`src/rtl/cont_servo_test_mss.sv`:
```
// Servo bring-up controller: UART speed commands (echoed back) set the pulse width of a 50 Hz servo PWM.
// The I2C_1 pins are reserved and always released.
//
// state    | RX meaning                          | TX meaning
// IDLE     | wait for falling edge on line       | wait for an accepted byte
// START    | half-bit wait, confirm start is low | drive start bit
// DATA     | sample 8 bits at bit centres        | drive 8 data bits, LSB first
// STOP     | check stop bit, flag valid byte     | drive stop bit
module cont_servo_test_mss #(
    parameter int CLKS_PER_BIT = 87,
    parameter int PERIOD_CLKS  = 200000,
    parameter int PULSE_MIN    = 9880,
    parameter int PULSE_STEP   = 40,
    parameter int CMD_RESET    = 128
) (
    input  logic SYSCLK,
    input  logic MSS_RESET,
    input  logic UART_0_RXD,
    output logic UART_0_TXD,
    output logic M2F_GPO_0,
    inout  wire  I2C_1_SDA,
    inout  wire  I2C_1_SCL
);

    localparam int BW = $clog2(CLKS_PER_BIT + 1);

    localparam logic [1:0] ST_IDLE  = 2'd0;
    localparam logic [1:0] ST_START = 2'd1;
    localparam logic [1:0] ST_DATA  = 2'd2;
    localparam logic [1:0] ST_STOP  = 2'd3;

    localparam logic [BW-1:0] BIT_LAST  = BW'(CLKS_PER_BIT - 1);
    localparam logic [BW-1:0] HALF_LAST = BW'(CLKS_PER_BIT / 2 - 1);
    localparam logic [17:0]   CNT_LAST  = 18'(PERIOD_CLKS - 1);

    assign I2C_1_SDA = 1'bz;
    assign I2C_1_SCL = 1'bz;

    // Reset asserts immediately, releases on a clock edge
    logic [1:0] rst_pipe;
    logic       rst;

    always_ff @(posedge SYSCLK or posedge MSS_RESET) begin
        if (MSS_RESET) rst_pipe <= 2'b11;
        else           rst_pipe <= {rst_pipe[0], 1'b0};
    end

    assign rst = rst_pipe[1];

    logic rx_s1, rx_s2, rx_prev;

    always_ff @(posedge SYSCLK or posedge rst) begin
        if (rst) begin
            rx_s1   <= 1'b1;
            rx_s2   <= 1'b1;
            rx_prev <= 1'b1;
        end else begin
            rx_s1   <= UART_0_RXD;
            rx_s2   <= rx_s1;
            rx_prev <= rx_s2;
        end
    end

    logic [1:0]    rx_state;
    logic [BW-1:0] rx_timer;
    logic [2:0]    rx_idx;
    logic [7:0]    rx_shift;
    logic          rx_valid;

    always_ff @(posedge SYSCLK or posedge rst) begin
        if (rst) begin
            rx_state <= ST_IDLE;
            rx_timer <= '0;
            rx_idx   <= '0;
            rx_shift <= '0;
            rx_valid <= 1'b0;
        end else begin
            rx_valid <= 1'b0;
            case (rx_state)
                ST_IDLE: begin
                    if (rx_prev && !rx_s2) begin
                        rx_state <= ST_START;
                        rx_timer <= HALF_LAST;
                    end
                end
                ST_START: begin
                    if (rx_timer == '0) begin
                        if (rx_s2) begin
                            rx_state <= ST_IDLE;
                        end else begin
                            rx_state <= ST_DATA;
                            rx_timer <= BIT_LAST;
                            rx_idx   <= '0;
                        end
                    end else begin
                        rx_timer <= rx_timer - 1'b1;
                    end
                end
                ST_DATA: begin
                    if (rx_timer == '0) begin
                        rx_shift <= {rx_s2, rx_shift[7:1]};
                        rx_timer <= BIT_LAST;
                        if (rx_idx == 3'd7) rx_state <= ST_STOP;
                        else                rx_idx   <= rx_idx + 1'b1;
                    end else begin
                        rx_timer <= rx_timer - 1'b1;
                    end
                end
                default: begin
                    if (rx_timer == '0) begin
                        rx_valid <= rx_s2;
                        rx_state <= ST_IDLE;
                    end else begin
                        rx_timer <= rx_timer - 1'b1;
                    end
                end
            endcase
        end
    end

    logic [7:0] cmd;

    always_ff @(posedge SYSCLK or posedge rst) begin
        if (rst)           cmd <= 8'(CMD_RESET);
        else if (rx_valid) cmd <= rx_shift;
    end

    // Echo is attempted only when TX is idle; otherwise the byte is dropped from the echo path
    logic [1:0]    tx_state;
    logic [BW-1:0] tx_timer;
    logic [2:0]    tx_idx;
    logic [7:0]    tx_shift;

    always_ff @(posedge SYSCLK or posedge rst) begin
        if (rst) begin
            tx_state   <= ST_IDLE;
            tx_timer   <= '0;
            tx_idx     <= '0;
            tx_shift   <= '0;
            UART_0_TXD <= 1'b1;
        end else begin
            case (tx_state)
                ST_IDLE: begin
                    if (rx_valid) begin
                        tx_shift   <= rx_shift;
                        tx_timer   <= BIT_LAST;
                        tx_state   <= ST_START;
                        UART_0_TXD <= 1'b0;
                    end
                end
                ST_START: begin
                    if (tx_timer == '0) begin
                        UART_0_TXD <= tx_shift[0];
                        tx_shift   <= {1'b0, tx_shift[7:1]};
                        tx_idx     <= '0;
                        tx_timer   <= BIT_LAST;
                        tx_state   <= ST_DATA;
                    end else begin
                        tx_timer <= tx_timer - 1'b1;
                    end
                end
                ST_DATA: begin
                    if (tx_timer == '0) begin
                        tx_timer <= BIT_LAST;
                        if (tx_idx == 3'd7) begin
                            UART_0_TXD <= 1'b1;
                            tx_state   <= ST_STOP;
                        end else begin
                            UART_0_TXD <= tx_shift[0];
                            tx_shift   <= {1'b0, tx_shift[7:1]};
                            tx_idx     <= tx_idx + 1'b1;
                        end
                    end else begin
                        tx_timer <= tx_timer - 1'b1;
                    end
                end
                default: begin
                    if (tx_timer == '0) tx_state <= ST_IDLE;
                    else                tx_timer <= tx_timer - 1'b1;
                end
            endcase
        end
    end

    // Width is only re-latched at count 0 so a command never reshapes a frame in flight
    logic [17:0] pwm_cnt;
    logic [17:0] width;
    logic [17:0] new_width;
    logic [17:0] eff_width;

    assign new_width = 18'(PULSE_MIN) + 18'(cmd) * 18'(PULSE_STEP);
    assign eff_width = (pwm_cnt == '0) ? new_width : width;

    always_ff @(posedge SYSCLK or posedge rst) begin
        if (rst) begin
            pwm_cnt   <= '0;
            width     <= 18'(PULSE_MIN + CMD_RESET * PULSE_STEP);
            M2F_GPO_0 <= 1'b0;
        end else begin
            width     <= eff_width;
            M2F_GPO_0 <= (pwm_cnt < eff_width);
            pwm_cnt   <= (pwm_cnt == CNT_LAST) ? '0 : pwm_cnt + 1'b1;
        end
    end

endmodule

```
`config.mk`:
```
export PLATFORM = sky130hd
export DESIGN_NAME = cont_servo_test_mss
export DESIGN_NICKNAME = d
export VERILOG_FILES = /design/src/rtl/cont_servo_test_mss.sv
export SDC_FILE = /design/constraint.sdc
export NUM_CORES = 1
export LEC_CHECK = 0
export CORE_MARGIN = 1
export CORE_UTILIZATION = 50
export CTS_BUF_LIST = sky130_fd_sc_hd__clkbuf_8
export DETAILED_ROUTE_END_ITERATION = 7
export PLACE_DENSITY = 0.66
export SETUP_SLACK_MARGIN = 0.5
export SLEW_MARGIN = 20
export SYNTH_ARGS = -nofsm -noshare
export SYNTH_HDL_FRONTEND = slang
export SYNTH_SLANG_ARGS = --single-unit
```
`constraint.sdc`:
```
create_clock -name SYSCLK -period 3.8 [get_ports SYSCLK]
set_clock_uncertainty 0.2 [all_clocks]
set_input_delay 1.14 -clock SYSCLK [delete_from_list [all_inputs] [get_ports SYSCLK]]
set_output_delay 1.14 -clock SYSCLK [all_outputs]
set_load 0.02 [all_outputs]
```
Word-level counts from Yosys, hierarchy flattened

Cells that the tools add are included.

Register bits after elaboration: 92
Bits in latches: 0
Memory bits (writable): 0
ROM bits: 0
Output and inout port bits: 4
Memories: 0

Add/sub/neg operators: 6
Multipliers: 1
Div/mod/pow operators: 0
$lt $le $gt $ge: 1
Eq/ne operators: 21
Shift operators: 0
Muxes and demuxes: 46
Bitwise operators: 0
Reductions and logical operators: 23

Operators by type and width:

| kind                   | number |
|---|---|
| $mux 7                 | 8 |
| $mux 18                | 2 |
| $mux 8                 | 4 |
| $pmux 8 s3             | 1 |
| $mux 2                 | 11 |
| $ne 2x2->1 const B     | 11 |
| $mux 3                 | 7 |
| $pmux 7 s3             | 1 |
| $reduce_and 5->1       | 4 |
| $add 18x1->18 const B  | 1 |
| $eq 18x18->1 const B   | 1 |
| $logic_not 18->1       | 1 |
| $lt 18x18->1           | 1 |
| $add 14x14->15 const A | 1 |
| $logic_not 7->1        | 2 |
| $pmux 7 s2             | 1 |
| $sub 7x1->7 const B    | 2 |
| $pmux 2 s3             | 2 |
| $pmux 3 s2             | 2 |
| $mul 8x3->11 const B   | 1 |
| $reduce_and 4->1       | 2 |
| $reduce_bool 2->1      | 4 |
| $add 3x1->3 const B    | 2 |
| $eq 3x3->1 const B     | 2 |
| 15 further kinds       | 24 |

Logic depth before layout (Yosys ltp)

Gate-level depths: netlist (run 1).

Word-level depth: 4
Mapped depth: 14

Least setup slack after synthesis (run 1)

Ideal clock, no wire load.

Path kind: flip-flop to flip-flop
From: register cmd[1]
To: register M2F_GPO_0
Library setup time: 77 ps
Arrival: 3507 ps
Setup slack: 16 ps
Cell stages (with the launch flop): 14
Path through: dfrtp_1 > ha_1 > ha_1 > fa_1 > a21oi_1 > o21ai_0 > o221a_2 > or4_1 > a31o_2 > ha_1 > a21o_1 > a21oi_1 > o21ai_0 > a21oi_1

Longest elaborated chain between the ends: 4

Ends and longest elaborated chain:

| what                     | RTL line | text |
|---|---|---|
| start: declaration       | 121      | `logic [7:0] cmd;` |
| start signal: assignment | 124      | `if (rst) cmd <= 8'(CMD_RESET);` |
| start signal: assignment | 125      | `else if (rx_valid) cmd <= rx_shift;` |
| $mul 8x3->11             | 191      | `assign new_width = 18'(PULSE_MIN) + 18'(cmd) * 18'(PULSE_STEP);` |
| $add 14x14->15           | 191      |  |
| $mux 18                  | 192      | `assign eff_width = (pwm_cnt == '0) ? new_width : width;` |
| $lt 18x18->1             | 201      | `M2F_GPO_0 <= (pwm_cnt < eff_width);` |
| end signal: assignment   | 201      |  |
| end: declaration         | 20       | `output logic M2F_GPO_0,` |

Every way passes these cells.
A chain may end at the register's enable or synchronous reset.

Worst setup path in the final report (run 1)

Ends and elaborated chain as after synthesis.

==> results.txt, run 1 <==
setup TNS = 0 ns
slowest CP cell = or4_4
placed cell count = 650
die width = 105 um
CTS tree = built
ys flop type = dfrtp_1
layout cell share with drive strength beyond 1 = 0.202
worst-path cell chain = ha_1 > ha_2 > fa_2 > a21oi_4 > buf_4 > o21a_1 > o311ai_4 > or4_4 > a31o_4 > ha_4 > a21o_1 > a21oi_2 > o21ai_1 > a21oi_1
Core Footprint = 0.0104 mm^2
antenna violations before repair = 0
routed len/inst = 14.2 um
die area = 0.0111 mm^2
footprint of the multi-input gates = 0.00296 mm^2
Worst slew margin = 0.511
CTS Hold Bufs = 0
total gr overflow = 0
gr usage total = 0.192
largest net degree at the start of global routing = 38
part of the cycle the worst path needs = 0.950
final core utilization = 0.571
diodes inserted = 0
final-layout fill cell count = 917
commonest non-fill, non-tap cells in the layout = 77 x dfrtp_1, 43 x ha_1, 37 x inv_1
H-tree levels = 3
Reg area = 0.00232 mm^2
Starting Density = 0.516
Crit. End Element = register
CP Data Arrival Time = 3.70 ns
clock root buffer = clkbuf_8
clock transition at the registers of the reported paths = 0.09 ns
FMAX = 0.277 GHz
DRC = 0
Post-synth EDFFs = 0
Yosys warning total = 0
WP buf/inv = 1
clk_lat worst skew = 0.36 ns
row cnt = 37
Hold Violations, Final = 0
FF+latch count, synth = 92
max_cap viols = 0
vias per inst = 5.61
DRT iter0 DRCs = 160
DP Wirelength = 6.83 mm
Setup WS post-layout = 0.188 ns
CTS buffer count = 9
Final Non-Filler Cells = 671
global-route wire length before repair = 17.2 mm
Boundary Pins = 7
CP Class = reg -> reg
Mapped Cells = 519
Post-Syn Area = 0.00535 mm^2
Hold WC Path Type = reg -> async
Final #Nets = 580
final setup fails = 0
vias in the first global route = 3,769
maximum VDD drop = 0.476 mV
Die H = 105 um
Async S/R FF share, synth = 1.00
ANT nets after route = 0
CP max FO = 4
PwrDens = 518 mW/mm^2
dpl cell area = 0.00555 mm^2
leak pwr = 0.00285 uW
RSZ-0062 raised after global routing = true
Worst path max stage delay = 0.45 ns
GPL Wtd Cong = 0.786
Pins Over Slew Limit = 0
Detailed Route WL = 9.52 mm
CTS Buffer Depth = 2
fin crit period = 3.61 ns
Clock Sinks = 92
synth-to-layout area growth = 10.6%
Synth Area per Inst = 10.3 um^2
Worst Tran Pin Value = 0.729 ns
Place WS = 0.157 ns
Critical Path RT = 3.89 ns
Synth cell types = 64
Buffers on Ports = 4
Setup crit start kind = register
commonest non-fill, non-tap cell in the layout = dfrtp_1
First-pass DRT Iterations = 4
status = finished clean
Vias = 3,763
Seq/Total Area, Yosys = 0.433
fin area = 0.00592 mm^2
CP top delay family = compound AO/OA/AOI/OAI gates
per-layer routing:
layer | up-vias | wire length (um) | track usage
met4 | 0 | 250 | 0.0926
met3 | 20 | 194 | 0.0284
met1 | 1799 | 4600 | 0.258
met2 | 45 | 4480 | 0.306
li1 | 1899 | - | -
met5 | - | 0 | 0
where the power goes:
group | switching, uW | internal [uW]
Combinational | 619 | 492
Sequential | 117 | 1120
Clock | 349 | 368
cells in the mapped netlist, drive strengths merged (7+ instances only):
library cell,number,share of area
nor3,10,0.010
xor2,9,0.015
nor2,32,0.022
nand2,27,0.019
xnor2,11,0.018
a21oi,21,0.020
dfstp,14,0.069
a21o,14,0.020
ha,46,0.11
o21ai,34,0.032
clkbuf,7,0.0049
or3,7,0.0091
mux2i,7,0.013
mux2,32,0.067
inv,37,0.026
nand3,14,0.013
buf,8,0.011
nor2b,8,0.0094
nand4,8,0.0094
dfrtp,78,0.36
a31oi,7,0.0082
worst paths after layout:
kind	endpoint	slack, ns	start	cells past startpoint
max	M2F_GPO_0	0.19	cmd[1]	14
min	pwm_cnt[3]	0.07	rst_pipe[1]	1
max reg2reg	M2F_GPO_0	0.19	cmd[1]	14
min reg2reg	pwm_cnt[3]	0.07	rst_pipe[1]	1
max in group asynchronous	width[7]	2.45	rst_pipe[1]	2
min in group SYSCLK	rst_pipe[1]	0.16	rst_pipe[0]	0
per-stage QoR:
stage                     hold WS, ns  total power (uW)
after floorplan                 0.145              2130
after global placement          0.102              2320
after global routing            0.134              3300
after detailed placement       0.0979              2360
after CTS                      0.0979              3080
final                          0.0728              3070
layout make-up:
class / count / share of cell area
Sequential cell: 92 / 0.392
Multi-Input combinational cell: 377 / 0.500
Clock buffer: 9 / 0.0209
Inverter: 37 / 0.0237
Tap cell: 136 / 0.0288
Timing Repair Buffer: 13 / 0.0188
Clock inverter: 7 / 0.0156
timing repair:
action	in CTS	in global routing
setup buffers	3	2
endpoints found under the hold margin	0	0
resized for setup	8	14
pin swaps	5	10
setup endpoints to repair	1	1
kinds of logic after synthesis:
| logic type | Yosys count | synth area share |
|---|---|---|
| xor gates and xnor gates | 20 | 0.0327 |
| DFF | 92 | 0.433 |
| adders and majority gates | 47 | 0.111 |
| AOI/OAI and AO/OA | 126 | 0.158 |
| and+or+nand+nor | 142 | 0.142 |
| muxes | 39 | 0.0804 |
| buffers and inverters | 52 | 0.0416 |
| other | 1 | 0.000701 |
state kept, by name (all words and copies together) (netlist names):
name,count
rx_s1,1
tx_state,2
rx_valid,1
rx_s2,1
UART_0_TXD,1
rx_prev,1
M2F_GPO_0,1
width,18
rx_state,2
tx_shift,8
cmd,8
rx_idx,3
rst_pipe,2
rx_shift,8
tx_idx,3
tx_timer,7
pwm_cnt,18
rx_timer,7
Power figures use the tool's default switching activity.
==> run 2: changes to the inputs <==
CORE_UTILIZATION = 59   (was 50)
PLACE_DENSITY = 0.76   (was 0.66)
TNS_END_PERCENT = 20   (was unset)
==> run 2 against run 1 <==
Compared with the run above: first-iteration DRC count up 51%; register-to-register slack better by 0.05 ns; utilization up 9.2 points; highest routed layer unchanged.
==> results.txt, run 2 (synthesis results as in run 1) <==
row cnt = 34 (-8.1%)
max layer used = met4
CTS Buffer Depth = 2 (unchanged)
CP Class = reg -> reg
Vias = 3,821 (+1.5%)
clock root buffer = clkbuf_8
fin crit period = 3.56 ns (-0.0493 ns)
H-tree levels = 3 (unchanged)
commonest non-fill, non-tap cell in the layout = dfrtp_1
DRC = 0 (unchanged)
largest net degree at the start of global routing = 49 (+29%)
total gr overflow = 0 (unchanged)
hold depth = 0
CTS tree = built
routed wl met3 = 177 um (-8.8%)
die width = 97.3 um (-7.8%)
layout cell share with drive strength beyond 1 = 0.192 (-0.0101)
commonest non-fill, non-tap cells in the layout = 78 x dfrtp_1, 43 x ha_1, 36 x inv_1
Setup crit start kind = register
Core Footprint = 0.00876 mm^2 (-15%)
ANT nets after route = 0 (unchanged)
final setup fails = 0 (unchanged)
CTS buffer count = 9 (unchanged)
final core utilization = 0.662 (+0.0916)
vias per inst = 5.97 (+6.5%)
reg2reg setup slack = 0.24 ns (+0.05 ns)
leak pwr = 0.00281 uW (-1.3%)
First-pass DRT Iterations = 4 (unchanged)
Worst R2R Start = cmd[3]
maximum VDD drop = 0.463 mV (-2.6%)
RSZ-0062 raised after global routing = true
Met1 Routed Length = 4.87 mm (+5.9%)
diodes inserted = 0 (unchanged)
Hold Path End = rx_s2
part of the cycle the worst path needs = 0.937 (-0.0130)
CP Data Arrival Time = 3.64 ns (-0.06 ns)
Final #Nets = 577 (-0.52%)
Critical Path RT = 3.88 ns (about the same)
Boundary Pins = 7 (unchanged)
largest registers = pwm_cnt (18), width (18)
Clock Sinks = 92 (unchanged)
hold_sp = rx_s1
Hold Violations, Final = 0 (unchanged)
gr usage total = 0.219 (+0.0260)
synth-to-layout area growth = 8.44%
met2 routed WL = 4.54 mm (+1.5%)
status = finished clean
routed len/inst = 15.2 um (+7.0%)
Pins Over Slew Limit = 0 (unchanged)
vias in the first global route = 3,790 (+0.56%)
global-route wire length before repair = 16.9 mm (-1.8%)
die area = 0.00946 mm^2 (-15%)
R2R depth = 13 (-1)
Detailed Route WL = 9.71 mm (+2.0%)
antenna violations before repair = 0 (unchanged)
Die H = 97.3 um (-7.8%)
Crit. End Element = register
clock transition at the registers of the reported paths = 0.09 ns (about the same)
Starting Density = 0.611 (+0.0946)
PwrDens = 521 mW/mm^2 (+0.60%)
Worst slew margin = 0.464 (-0.0472)
FMAX = 0.281 GHz (+1.4%)
final-layout fill cell count = 703 (-23%)
GPL Wtd Cong = 0.884 (+12%)
clk_lat worst skew = 0.37 ns (about the same)
overall power = 3030 uW (-1.3%)
max_cap viols = 0 (unchanged)
setup TNS = 0 ns (unchanged)
Worst Tran Pin Value = 0.803 ns (+0.0747 ns)
DP Wirelength = 7.02 mm (+2.8%)
r2r endpoint = M2F_GPO_0
CP max FO = 3 (-1)
Hold WC Path Type = reg -> reg
DRT iter0 DRCs = 242 (+51%)
Buffers on Ports = 4 (unchanged)
## run 2: worst max-delay path, cell delays in order, from the launching register on
cell and delay [ns]:
dfrtp_1 0.42, ha_1 0.29, ha_2 0.19, fa_2 0.39, a21oi_4 0.20, o21ai_2 0.08, o221a_2 0.28, or4_4 0.53
a31o_4 0.24, ha_4 0.21, a21o_1 0.16, a21oi_2 0.12, o21ai_1 0.07, a21oi_1 0.12
## run 2: power by group
| group | switching [uW] | total [uW] | internal [uW] |
|---|---|---|---|
| combinational | 629 | 1120 | 487 |
| sequential | 121 | 1240 | 1120 |
| clock | 360 | 667 | 307 |
## run 2: metrics by stage
step / setup slack [ns] / cells / area [um^2] / hold WS (ns)
2_1_floorplan: 0.408 / 521 / 5390 / 0.145
5_1_grt: 0.106 / 640 / 5800 / 0.162
3_5_place_dp: 0.145 / 622 / 5520 / 0.147
3_3_place_gp: 0.278 / 622 / 5520 / 0.146
6_report: 0.238 / 640 / 5800 / 0.159
4_1_cts: 0.249 / 640 / 5790 / 0.160
## run 2: cell type report
type	instances	area, um^2	area share
Timing Repair Buffer	10	85.1	0.0147
Clock buffer	9	124	0.0213
Inverter	37	140	0.0241
Tap cell	108	135	0.0233
Sequential cell	92	2320	0.400
Clock inverter	7	75.1	0.0129
Multi-Input combinational cell	377	2930	0.504
## run 2: what timing repair did
item | 4_1_cts | 5_1_grt
buffers inserted | 2 | 0
gates resized for setup | 12 | 3
hold buffers | 0 | 0
endpoints found under the setup margin | 1 | 1
pin swaps | 3 | 0
## run 2: layer usage
layer,up-vias,GRT usage
met1,1896,0.292
li1,1889,-
met4,0,0.0758
met5,-,0
met3,8,0.0410
met2,28,0.358
## run 2: worst max-delay path by stage
| stage | from | end | slack [ns] | cells after the start |
|---|---|---|---|---|
| after detailed placement | cmd[7] | M2F_GPO_0 | 0.14 | 13 |
| after global routing | cmd[3] | M2F_GPO_0 | 0.11 | 13 |
| after global placement | cmd[7] | M2F_GPO_0 | 0.28 | 13 |
| after floorplan | cmd[3] | M2F_GPO_0 | 0.41 | 12 |
| after CTS | cmd[3] | M2F_GPO_0 | 0.25 | 13 |
| final | cmd[3] | M2F_GPO_0 | 0.24 | 13 |
==> run 3: changes to the inputs <==
CAP_MARGIN = 10   (was unset)
==> results of run 3 <==
Final layout, timing and power as in run 2 (identical DEF).
